## src/rtl/capture_pkg.sv

```systemverilog
// Shared types and defaults for the capture sequencer.
package capture_pkg;
  typedef enum logic [2:0] {IDLE, PRETRIG, ARMED, POSTTRIG, DONE} cap_state_t;
  localparam int DEPTH_DEF = 512;
endpackage

```

## src/rtl/capture_ctrl_if.sv

```systemverilog
// Handshake bundle between the host/trigger side and the capture sequencer.
interface capture_ctrl_if
  import capture_pkg::*;
#(
  parameter int ADDR_W = $clog2(DEPTH_DEF)
);
  logic              run;
  logic              clr_capture_done;
  logic              wrt_smpl;
  logic [ADDR_W-1:0] trig_pos;
  logic              triggered;
  logic              armed;
  logic              set_capture_done;
  logic              capture_done;
  logic              we;
  logic [ADDR_W-1:0] waddr;
  logic [ADDR_W-1:0] trig_addr;

  modport master (
    output run, clr_capture_done, wrt_smpl, trig_pos, triggered,
    input  armed, set_capture_done, capture_done, we, waddr, trig_addr
  );
  modport slave (
    input  run, clr_capture_done, wrt_smpl, trig_pos, triggered,
    output armed, set_capture_done, capture_done, we, waddr, trig_addr
  );
endinterface

```

## src/rtl/capture_ctrl_addr_cnt.sv

```systemverilog
// Circular write-address counter; wraps DEPTH-1 -> 0 so DEPTH need not be a power of two.
module circ_addr_cnt #(
  parameter int DEPTH  = 512,
  parameter int ADDR_W = $clog2(DEPTH)
) (
  input  logic              clk,
  input  logic              rst,
  input  logic              clr,
  input  logic              inc,
  output logic [ADDR_W-1:0] addr,
  output logic [ADDR_W-1:0] addr_nxt
);
  localparam logic [ADDR_W-1:0] LAST = ADDR_W'(DEPTH - 1);

  logic [ADDR_W-1:0] r_addr;

  assign addr     = r_addr;
  assign addr_nxt = (r_addr == LAST) ? '0 : r_addr + ADDR_W'(1);

  always_ff @(posedge clk) begin
    if (rst)      r_addr <= '0;
    else if (clr) r_addr <= '0;
    else if (inc) r_addr <= addr_nxt;
  end
endmodule

```

## src/rtl/capture_ctrl.sv

```systemverilog
// Sequences one acquisition into the circular sample RAM around a trigger:
// fill the pre-trigger window, arm, then count post-trigger samples to DONE.
module capture_ctrl
  import capture_pkg::*;
#(
  parameter int DEPTH  = DEPTH_DEF,
  parameter int ADDR_W = $clog2(DEPTH)
) (
  input logic           clk,
  input logic           rst,
  capture_ctrl_if.slave bus
);
  localparam logic [ADDR_W-1:0] TP_MAX = ADDR_W'(DEPTH - 1);

  cap_state_t        r_state;
  logic [ADDR_W-1:0] r_tp;
  logic [ADDR_W-1:0] r_pre_cnt;
  logic [ADDR_W-1:0] r_post_cnt;
  logic [ADDR_W-1:0] r_trig_addr;
  logic              r_set_done;

  logic              w_active;
  logic              w_we;
  logic              w_start;
  logic              w_go_done;
  logic [ADDR_W-1:0] w_tp_in;
  logic [ADDR_W-1:0] w_pre_last;
  logic [ADDR_W-1:0] w_waddr;
  logic [ADDR_W-1:0] w_waddr_nxt;

  // Clamp keeps at least one pre-trigger sample in the buffer.
  assign w_tp_in    = (bus.trig_pos > TP_MAX) ? TP_MAX : bus.trig_pos;
  assign w_pre_last = TP_MAX - r_tp;
  assign w_active   = (r_state == PRETRIG) || (r_state == ARMED) || (r_state == POSTTRIG);
  assign w_we       = w_active && bus.wrt_smpl;
  assign w_start    = (r_state == IDLE) && bus.run;
  assign w_go_done  = ((r_state == ARMED) && bus.triggered && (r_tp == '0)) ||
                      ((r_state == POSTTRIG) && w_we && (r_post_cnt == r_tp - ADDR_W'(1)));

  circ_addr_cnt #(.DEPTH(DEPTH), .ADDR_W(ADDR_W)) u_addr (
    .clk      (clk),
    .rst      (rst),
    .clr      (w_start),
    .inc      (w_we),
    .addr     (w_waddr),
    .addr_nxt (w_waddr_nxt)
  );

  always_ff @(posedge clk) begin
    if (rst) begin
      r_state     <= IDLE;
      r_tp        <= '0;
      r_pre_cnt   <= '0;
      r_post_cnt  <= '0;
      r_trig_addr <= '0;
      r_set_done  <= 1'b0;
    end else begin
      r_set_done <= w_go_done;
      case (r_state)
        IDLE: if (bus.run) begin
          r_state   <= PRETRIG;
          r_pre_cnt <= '0;
          r_tp      <= w_tp_in;
        end
        PRETRIG: if (w_we) begin
          r_pre_cnt <= r_pre_cnt + ADDR_W'(1);
          if (r_pre_cnt == w_pre_last) r_state <= ARMED;
        end
        ARMED: if (bus.triggered) begin
          // A write in the trigger cycle still belongs to the pre-trigger window.
          r_trig_addr <= w_we ? w_waddr_nxt : w_waddr;
          r_post_cnt  <= '0;
          r_state     <= (r_tp == '0) ? DONE : POSTTRIG;
        end
        POSTTRIG: if (w_we) begin
          r_post_cnt <= r_post_cnt + ADDR_W'(1);
          if (w_go_done) r_state <= DONE;
        end
        DONE: if (bus.clr_capture_done) r_state <= IDLE;
        default: r_state <= IDLE;
      endcase
    end
  end

  assign bus.armed            = (r_state == ARMED);
  assign bus.capture_done     = (r_state == DONE);
  assign bus.set_capture_done = r_set_done;
  assign bus.we               = w_we;
  assign bus.waddr            = w_waddr;
  assign bus.trig_addr        = r_trig_addr;
endmodule
```

## src/flat_wrapper.sv

```systemverilog
// flat-port wrapper written by rule: the top's interface ports become plain ports
module capture_ctrl_flat import capture_pkg::*;
#(
  parameter int DEPTH  = DEPTH_DEF,
  parameter int ADDR_W = $clog2(DEPTH)
)
  (clk, rst, bus_run, bus_clr_capture_done, bus_wrt_smpl, bus_trig_pos, bus_triggered, bus_armed, bus_set_capture_done, bus_capture_done, bus_we, bus_waddr, bus_trig_addr);
  capture_ctrl_if #(.ADDR_W(ADDR_W)) bus_i ();
  input logic clk;
  input logic rst;
  input wire logic [$bits(bus_i.run)-1:0] bus_run;
  input wire logic [$bits(bus_i.clr_capture_done)-1:0] bus_clr_capture_done;
  input wire logic [$bits(bus_i.wrt_smpl)-1:0] bus_wrt_smpl;
  input wire logic [$bits(bus_i.trig_pos)-1:0] bus_trig_pos;
  input wire logic [$bits(bus_i.triggered)-1:0] bus_triggered;
  output wire logic [$bits(bus_i.armed)-1:0] bus_armed;
  output wire logic [$bits(bus_i.set_capture_done)-1:0] bus_set_capture_done;
  output wire logic [$bits(bus_i.capture_done)-1:0] bus_capture_done;
  output wire logic [$bits(bus_i.we)-1:0] bus_we;
  output wire logic [$bits(bus_i.waddr)-1:0] bus_waddr;
  output wire logic [$bits(bus_i.trig_addr)-1:0] bus_trig_addr;
  assign bus_i.run = bus_run;
  assign bus_i.clr_capture_done = bus_clr_capture_done;
  assign bus_i.wrt_smpl = bus_wrt_smpl;
  assign bus_i.trig_pos = bus_trig_pos;
  assign bus_i.triggered = bus_triggered;
  assign bus_armed = bus_i.armed;
  assign bus_set_capture_done = bus_i.set_capture_done;
  assign bus_capture_done = bus_i.capture_done;
  assign bus_we = bus_i.we;
  assign bus_waddr = bus_i.waddr;
  assign bus_trig_addr = bus_i.trig_addr;
  capture_ctrl #(.DEPTH(DEPTH), .ADDR_W(ADDR_W)) u_core (.clk(clk), .rst(rst), .bus(bus_i));
endmodule
```

## config.mk

```make
export PLATFORM = sky130hd
export DESIGN_NAME = capture_ctrl_flat
export DESIGN_NICKNAME = d
export VERILOG_FILES = /design/src/rtl/capture_pkg.sv /design/src/rtl/capture_ctrl_if.sv /design/src/rtl/capture_ctrl_addr_cnt.sv /design/src/rtl/capture_ctrl.sv /design/src/flat_wrapper.sv
export SDC_FILE = /design/constraint.sdc
export NUM_CORES = 1
export LEC_CHECK = 0
export BUFFER_PORTS_ARGS = -buffer_cell sky130_fd_sc_hd__buf_4
export CAP_MARGIN = 20
export CORE_MARGIN = 2
export CORE_UTILIZATION = 57
export CTS_CLUSTER_SIZE = 14
export DETAILED_ROUTE_END_ITERATION = 10
export GPL_TIMING_DRIVEN = 0
export HOLD_SLACK_MARGIN = 0.08
export MAX_ROUTING_LAYER = met4
export PLACE_DENSITY = 0.89
export RECOVER_POWER = 100
export SETUP_SLACK_MARGIN = 0.02
export SLEW_MARGIN = 20
export SYNTH_ARGS = -nofsm -noshare
export SYNTH_HDL_FRONTEND = slang
export SYNTH_SLANG_ARGS = --single-unit
```

## constraint.sdc

```tcl
create_clock -name clk -period 2.5 [get_ports clk]
set_input_delay 0.125 -clock clk [delete_from_list [all_inputs] [get_ports clk]]
set_output_delay 0.125 -clock clk [all_outputs]
set_load 0.005 [all_outputs]
```

==> flow_metrics.env, run 1 <==
export IMPL_power_density_mw_per_mm2=761
export IMPL_avgSynthCellArea_um2=8.48
export IMPL_syn_area_mm2=0.00265
export IMPL_fin_crit_ns=2.35
export IMPL_clock_fmax_mhz=426
export IMPL_gr_usage_all_layers=0.285
export IMPL_die_area_mm2=0.00522
export IMPL_cts_buffers=5
export IMPL_wirelength_mm=6.90
export IMPL_htree_levels=2
export IMPL_synthTopCellsByCount="nor2_1 (50), dfxtp_1 (49), nand2_1 (29)"
export IMPL_antenna_found_initial=0
export IMPL_critPathMaxFanout=7
export IMPL_multi_input_area_mm2=0.00152
export IMPL_rsz0062_at_grt="false"
export IMPL_via_per_inst=6.01
export IMPL_wl_met2_mm=3.40
export IMPL_ys_seq_elements=49
export IMPL_cts_tree="yes"
export IMPL_setup_viol=0
export IMPL_m1WireLength_mm=2.87
export IMPL_r2r_slack_ns=0.15
export IMPL_io_pins=37
export IMPL_postCtsSetupBuffers=0
export IMPL_fill_cells=328
export IMPL_vias=2499
export IMPL_min_path_type="in2reg"
export IMPL_yosysWarnings=0
export IMPL_cts_buffer_depth=2
export IMPL_cap_viol_max_count=0
export IMPL_ys_flop_type="dfxtp_1"
export IMPL_clock_root_buffer="clkbuf_8"
export IMPL_io_buffers=36
export IMPL_grt_overflow_total=0
export IMPL_yosys_cell_types_count=57
export IMPL_cp_end_kind="flip-flop"
export IMPL_synth_area_leaders="dfxtp_1 (37%), xor2_1 (7.6%), nor2_1 (7.1%)"
export IMPL_hpwl_mm=4.60
export IMPL_clkTransAtPathRegs_ns=0.09
export IMPL_relSlewSlack=0.238
export IMPL_drtAntennaViolNets=0
export IMPL_wl_met3_um=432
export IMPL_synth_largest_area_cell="dfxtp_1"
export IMPL_start_kind="flip-flop"
export IMPL_drc=0
export IMPL_syn_nets=333
export IMPL_worstPathRequired_ns=2.70
export IMPL_p_leak_nw=1.25
export IMPL_worstSetupPathType="reg2reg"
export IMPL_finClkSkew_ns=0.00579
export IMPL_slew_violations=0
export IMPL_synthArstFlopShare=0
export IMPL_start_util=0.601
export IMPL_synth_most_common_cell="nor2_1"
export IMPL_synth_edff_count=0
export IMPL_avgRoutedWirePerCell_um=16.6
export IMPL_drt_pass1_iter_count=5
export IMPL_syn_to_final_growth_pct=19.3
export IMPL_grt_max_degree=16
export IMPL_critical_path_arrival_ns=2.55
export IMPL_final_nets=383
export IMPL_die_w_um=72.2
export IMPL_status="finished clean"
export IMPL_rows=24
export IMPL_ff_latch_area_um2=982
export IMPL_synth_top_area_share=0.370
export IMPL_hold_slack_ns=0.0857
export IMPL_grt_pass1_vias=2370
export IMPL_finalSetupTns_ns=0
export IMPL_drtIter0Drc=178
export IMPL_drive_gt1_frac=0.192
export IMPL_core_area_mm2=0.00441
export IMPL_grt_pass1_wl_mm=11.2
export IMPL_antenna_cells=0
export IMPL_peakVddDrop_uv=514
export IMPL_tightest_slew_ns=1.13
export IMPL_die_y_um=72.2
export IMPL_clk_latency_ns=0.31
export IMPL_period_share=0.939
export IMPL_gp_congestion=0.913
export IMPL_yosysSeqAreaShare=0.370
export IMPL_routed_top_layer="met4"
export IMPL_final_hold_violation_count=0
export IMPL_synthCells=313
export IMPL_clock_sinks=49
[report_power, final]
group          switching (mW)  leakage, nW  internal [mW]
sequential             0.0846        0.398          0.857
clock                   0.278       0.0554          0.301
combinational           0.496        0.800          0.394
total                   0.859         1.25           1.55
[cell families after synthesis]
| kind of cell | share of synthesized area |
|---|---|
| AOI/OAI and AO/OA | 0.132 |
| xor gates and xnor gates | 0.112 |
| adders and majority gates | 0.0236 |
| buffers and inverters | 0.0575 |
| DFF | 0.370 |
| muxes | 0.0156 |
| and+or+nand+nor | 0.289 |
[worst paths after layout]
check | startpoint | cells after the start | to
worst max register to register | u_core.r_tp[1]$_SDFFE_PP0P_ | 8 | u_core.r_state[0]$_SDFFE_PP0P_
worst min register to register | u_core.bus.trig_addr[8]$_SDFFE_PP0P_ | 2 | u_core.bus.trig_addr[8]$_SDFFE_PP0P_
worst max-delay path | u_core.r_tp[1]$_SDFFE_PP0P_ | 8 | u_core.r_state[0]$_SDFFE_PP0P_
worst min-delay path | bus_trig_pos[3] | 3 | u_core.r_tp[3]$_SDFFE_PP0P_
[cells in the final DEF, fill, tap and decap left out, types with 3 or more instances in the layout]
master         instances
nor2_1                50
dfxtp_1               48
nand2_1               29
xor2_1                23
clkbuf_4              21
a21oi_1               17
buf_4                 17
clkbuf_1              13
xnor2_1               11
a211oi_1              10
nand4_1                9
nand3_1                8
dlygate4sd3_1          8
clkbuf_8               7
o21ai_0                7
nand2b_1               6
inv_1                  5
ha_1                   5
nand3b_1               4
nor3b_1                4
a31oi_1                4
or2_2                  4
nor3_1                 3
nor2b_1                3
o31a_1                 3
and4_1                 3
mux2i_1                3
[metal layers]
| metal | up-vias | global-route usage |
|---|---|---|
| li1 | 1178 | - |
| met1 | 1187 | 0.355 |
| met2 | 108 | 0.443 |
| met3 | 26 | 0.0514 |
| met4 | 0 | 0.145 |
| met5 | - | - |
[sequential cells by signal (all words and copies together), names as in the netlist]
name                         flops
u_core.u_addr.addr               9
u_core.r_pre_cnt                 9
u_core.r_post_cnt                9
u_core.r_tp                      9
u_core.r_state                   3
u_core.bus.set_capture_done      1
u_core.bus.trig_addr             9
[critical path, stage by stage (launching register included)]
cell	delay [ns]
dfxtp_1	0.47
inv_1	0.09
ha_1	0.29
and2b_2	0.23
or3_1	0.35
a31oi_1	0.20
nor4b_2	0.30
o21ai_2	0.16
o2bb2ai_1	0.16
[cell type report]
cell class	count	area share
well taps	52	0.0205
clock buffers	6	0.0229
clock inverters	2	0.0122
flip-flops and latches	49	0.310
inverters	5	0.00593
multi-input cells	238	0.480
plain buffers	20	0.0375
repair buffers	44	0.111
[metrics by stage]
stage | total power [mW] | instances | setup WS (ns) | area (um2) | util
5_1_grt | 2.53 | 416 | 0.0270 | 3170 | 0.717
4_1_cts | 2.42 | 417 | 0.0345 | 3180 | 0.721
3_5_place_dp | 1.83 | 401 | 0.199 | 2990 | 0.677
6_report | 2.41 | 416 | 0.153 | 3170 | 0.717
2_1_floorplan | 1.59 | 313 | 0.436 | 2650 | -
3_3_place_gp | 1.79 | 401 | 0.191 | 2990 | 0.677
[timing repair]
action / CTS / global route
setup endpoints to repair: 0 / 4
resized for setup: 0 / 1
hold endpoints to repair: 8 / 0
hold buffers: 8 / 0
No activity file was read; power rests on OpenSTA's default activity.
==> run 2, diff against run 1 <==
--- a/config.mk
+++ b/config.mk
@@ -8,13 +8,13 @@
 export BUFFER_PORTS_ARGS = -buffer_cell sky130_fd_sc_hd__buf_4
 export CAP_MARGIN = 20
 export CORE_MARGIN = 2
-export CORE_UTILIZATION = 57
+export CORE_UTILIZATION = 51
 export CTS_CLUSTER_SIZE = 14
 export DETAILED_ROUTE_END_ITERATION = 10
 export GPL_TIMING_DRIVEN = 0
 export HOLD_SLACK_MARGIN = 0.08
 export MAX_ROUTING_LAYER = met4
-export PLACE_DENSITY = 0.89
+export PLACE_DENSITY = 0.85
 export RECOVER_POWER = 100
 export SETUP_SLACK_MARGIN = 0.02
 export SLEW_MARGIN = 20
==> constraint.sdc (replaced) <==
create_clock -name clk -period 2 [get_ports clk]
set_input_delay 0.1 -clock clk [delete_from_list [all_inputs] [get_ports clk]]
set_output_delay 0.1 -clock clk [all_outputs]
set_load 0.005 [all_outputs]
==> run 2 against run 1 <==
Compared with the run above:
- register-to-register slack got worse by 0.14 ns
- via count rose by 0.20%
- wire length barely moved
- clock skew rose by 0.0016 ns
- sequential power rose by 25%
- non-clock buffer count rose by 9
- count of clock-buffer cells in the layout fell by 1
- first-iteration DRC count rose by 32%
- combinational power rose by 54%
- worst setup slack got worse by 0.14 ns
- die area rose by 11%
- largest power group is now combinational cells
==> flow_metrics.env, run 2 (same netlist as run 1, synthesis figures left out) <==
export IMPL_status="finished clean"
export IMPL_period_share=0.995
export IMPL_final_hold_violation_count=0
export IMPL_slowest_stage="or4_4"
export IMPL_start_kind="flip-flop"
export IMPL_drive_gt1_frac=0.271
export IMPL_drtIter0Drc=235
export IMPL_clk_latency_ns=0.31
export IMPL_fin_cells=443
export IMPL_antenna_cells=0
export IMPL_crit_path_max_incr_delay_ns=0.52
export IMPL_syn_to_final_growth_pct=27.0
export IMPL_rows=26
export IMPL_power_mw=3.17
export IMPL_relSlewSlack=0.352
export IMPL_drc=0
export IMPL_avgRoutedWirePerCell_um=15.6
export IMPL_cp_buffers_inverters=0
export IMPL_grt_pass1_vias=2237
export IMPL_grt_pass1_wl_mm=10.2
export IMPL_drtAntennaViolNets=0
export IMPL_crit_family="simple AND/OR/NAND/NOR gates"
export IMPL_die_area_mm2=0.00580
export IMPL_cts_buffers=5
export IMPL_clkTransAtPathRegs_ns=0.10
export IMPL_cts_buffer_depth=2
export IMPL_hpwl_mm=4.46
export IMPL_gp_congestion=0.870
export IMPL_io_buffers=36
export IMPL_start_util=0.523
export IMPL_min_path_type="in2reg"
export IMPL_clock_fmax_mhz=503
export IMPL_vias=2504
export IMPL_grt_max_degree=18
export IMPL_power_density_mw_per_mm2=940
export IMPL_placedCellCount=419
export IMPL_clock_sinks=49
export IMPL_io_pins=37
export IMPL_cts_tree="yes"
export IMPL_crit_path_cell_trace="nor4_4, nand2_2, or4_4, a2111oi_4, o21bai_4, o2bb2ai_2"
export IMPL_fin_crit_ns=1.99
export IMPL_clock_root_buffer="clkbuf_8"
export IMPL_core_area_mm2=0.00507
export IMPL_most_common_layout_cells="nor2_1 (50), dfxtp_1 (43), buf_4 (35), nand2_1 (29), xor2_1 (23)"
export IMPL_die_w_um=76.1
export IMPL_htree_levels=2
export IMPL_hold_slack_ns=0.126
export IMPL_cp_end_kind="flip-flop"
export IMPL_critical_path_arrival_ns=2.20
export IMPL_p_leak_nw=1.34
export IMPL_drt_pass1_iter_count=5
export IMPL_finClkSkew_ns=0.00744
export IMPL_critPathMaxFanout=5
export IMPL_fill_cells=400
export IMPL_worstSetupPathType="reg2reg"
export IMPL_final_common_cell="nor2_1"
export IMPL_grt_overflow_total=0
export IMPL_setup_viol=0
export IMPL_rsz0062_at_grt="true"
export IMPL_wirelength_mm=6.90
export IMPL_antenna_found_initial=0
export IMPL_tightest_slew_ns=0.964
export IMPL_via_per_inst=5.65
export IMPL_slew_violations=0
export IMPL_die_y_um=76.1
export IMPL_final_nets=392
export IMPL_cap_viol_max_count=0
export IMPL_worstPathRequired_ns=2.21
export IMPL_peakVddDrop_uv=583
export IMPL_gr_usage_all_layers=0.221
==> run 2: changes by cell type in the layout (fill, tap and decap cells not counted), sizes merged <==
cell | previous run | this run
dlygate4sd3 | 8 | 10
bufinv | 1 | 0
inv | 5 | 6
clkinv | 1 | 2
buf | 20 | 39
clkbuf | 42 | 29
==> run 2: area by class of cell <==
type	instances	area [um2]	area share
sequential	49	996	0.295
multi-input combinational	238	1600	0.474
buffer	14	103	0.0304
clock inverter	3	26.3	0.00780
tap	70	87.6	0.0260
clock buffer	5	68.8	0.0204
inverter	5	21.3	0.00631
timing repair buffer	59	472	0.140
==> run 2: what timing repair did <==
item                       CTS  global route
pin swaps                    3            10
resized for setup            9            26
hold buffers                10             0
hold endpoints to repair    10             0
buffers inserted             3            10
setup endpoints to repair   21            21
==> run 2: stage by stage <==
| step | setup slack [ns] | setup TNS, ns | cell area [um2] | util |
|---|---|---|---|---|
| floorplan | 0.0632 | 0 | 2660 | - |
| detailed placement | -0.119 | -0.887 | 3020 | 0.594 |
| global placement | -0.0807 | -0.359 | 3020 | 0.594 |
| CTS | 0.0159 | 0 | 3260 | 0.643 |
| finish | 0.00996 | 0 | 3370 | 0.664 |
| global route | -0.0947 | -0.373 | 3370 | 0.664 |
==> run 2: worst paths after layout <==
| check | startpoint | end | slack, ns | cells past startpoint |
|---|---|---|---|---|
| worst max-delay path | u_core.r_tp[2]$_SDFFE_PP0P_ | u_core.r_state[1]$_SDFFE_PP0P_ | 0.01 | 6 |
| worst min-delay path | rst | u_core.bus.trig_addr[8]$_SDFFE_PP0P_ | 0.13 | 3 |
| worst max register to register | u_core.r_tp[2]$_SDFFE_PP0P_ | u_core.r_state[1]$_SDFFE_PP0P_ | 0.01 | 6 |
| worst min register to register | u_core.bus.trig_addr[6]$_SDFFE_PP0P_ | u_core.bus.trig_addr[6]$_SDFFE_PP0P_ | 0.51 | 2 |
==> run 2: worst reg2reg max path: cells and delay by family (launching register included) <==
| family | cells | cell delay [ns] |
|---|---|---|
| flops | 1 | 0.38 |
| simple gates | 3 | 0.99 |
| compound gates | 3 | 0.53 |
==> run 2: power breakdown <==
group	switching, mW	total (mW)	internal (mW)
registers	0.107	1.18	1.08
logic	0.713	1.37	0.657
clock network	0.360	0.615	0.255
==> run 2: per-layer routing <==
layer	wire length, um	part of all wire	track usage
met4	206	0.030	0.0727
met1	2940	0.43	0.273
met5	0	0	-
met3	341	0.049	0.0462
met2	3410	0.49	0.363
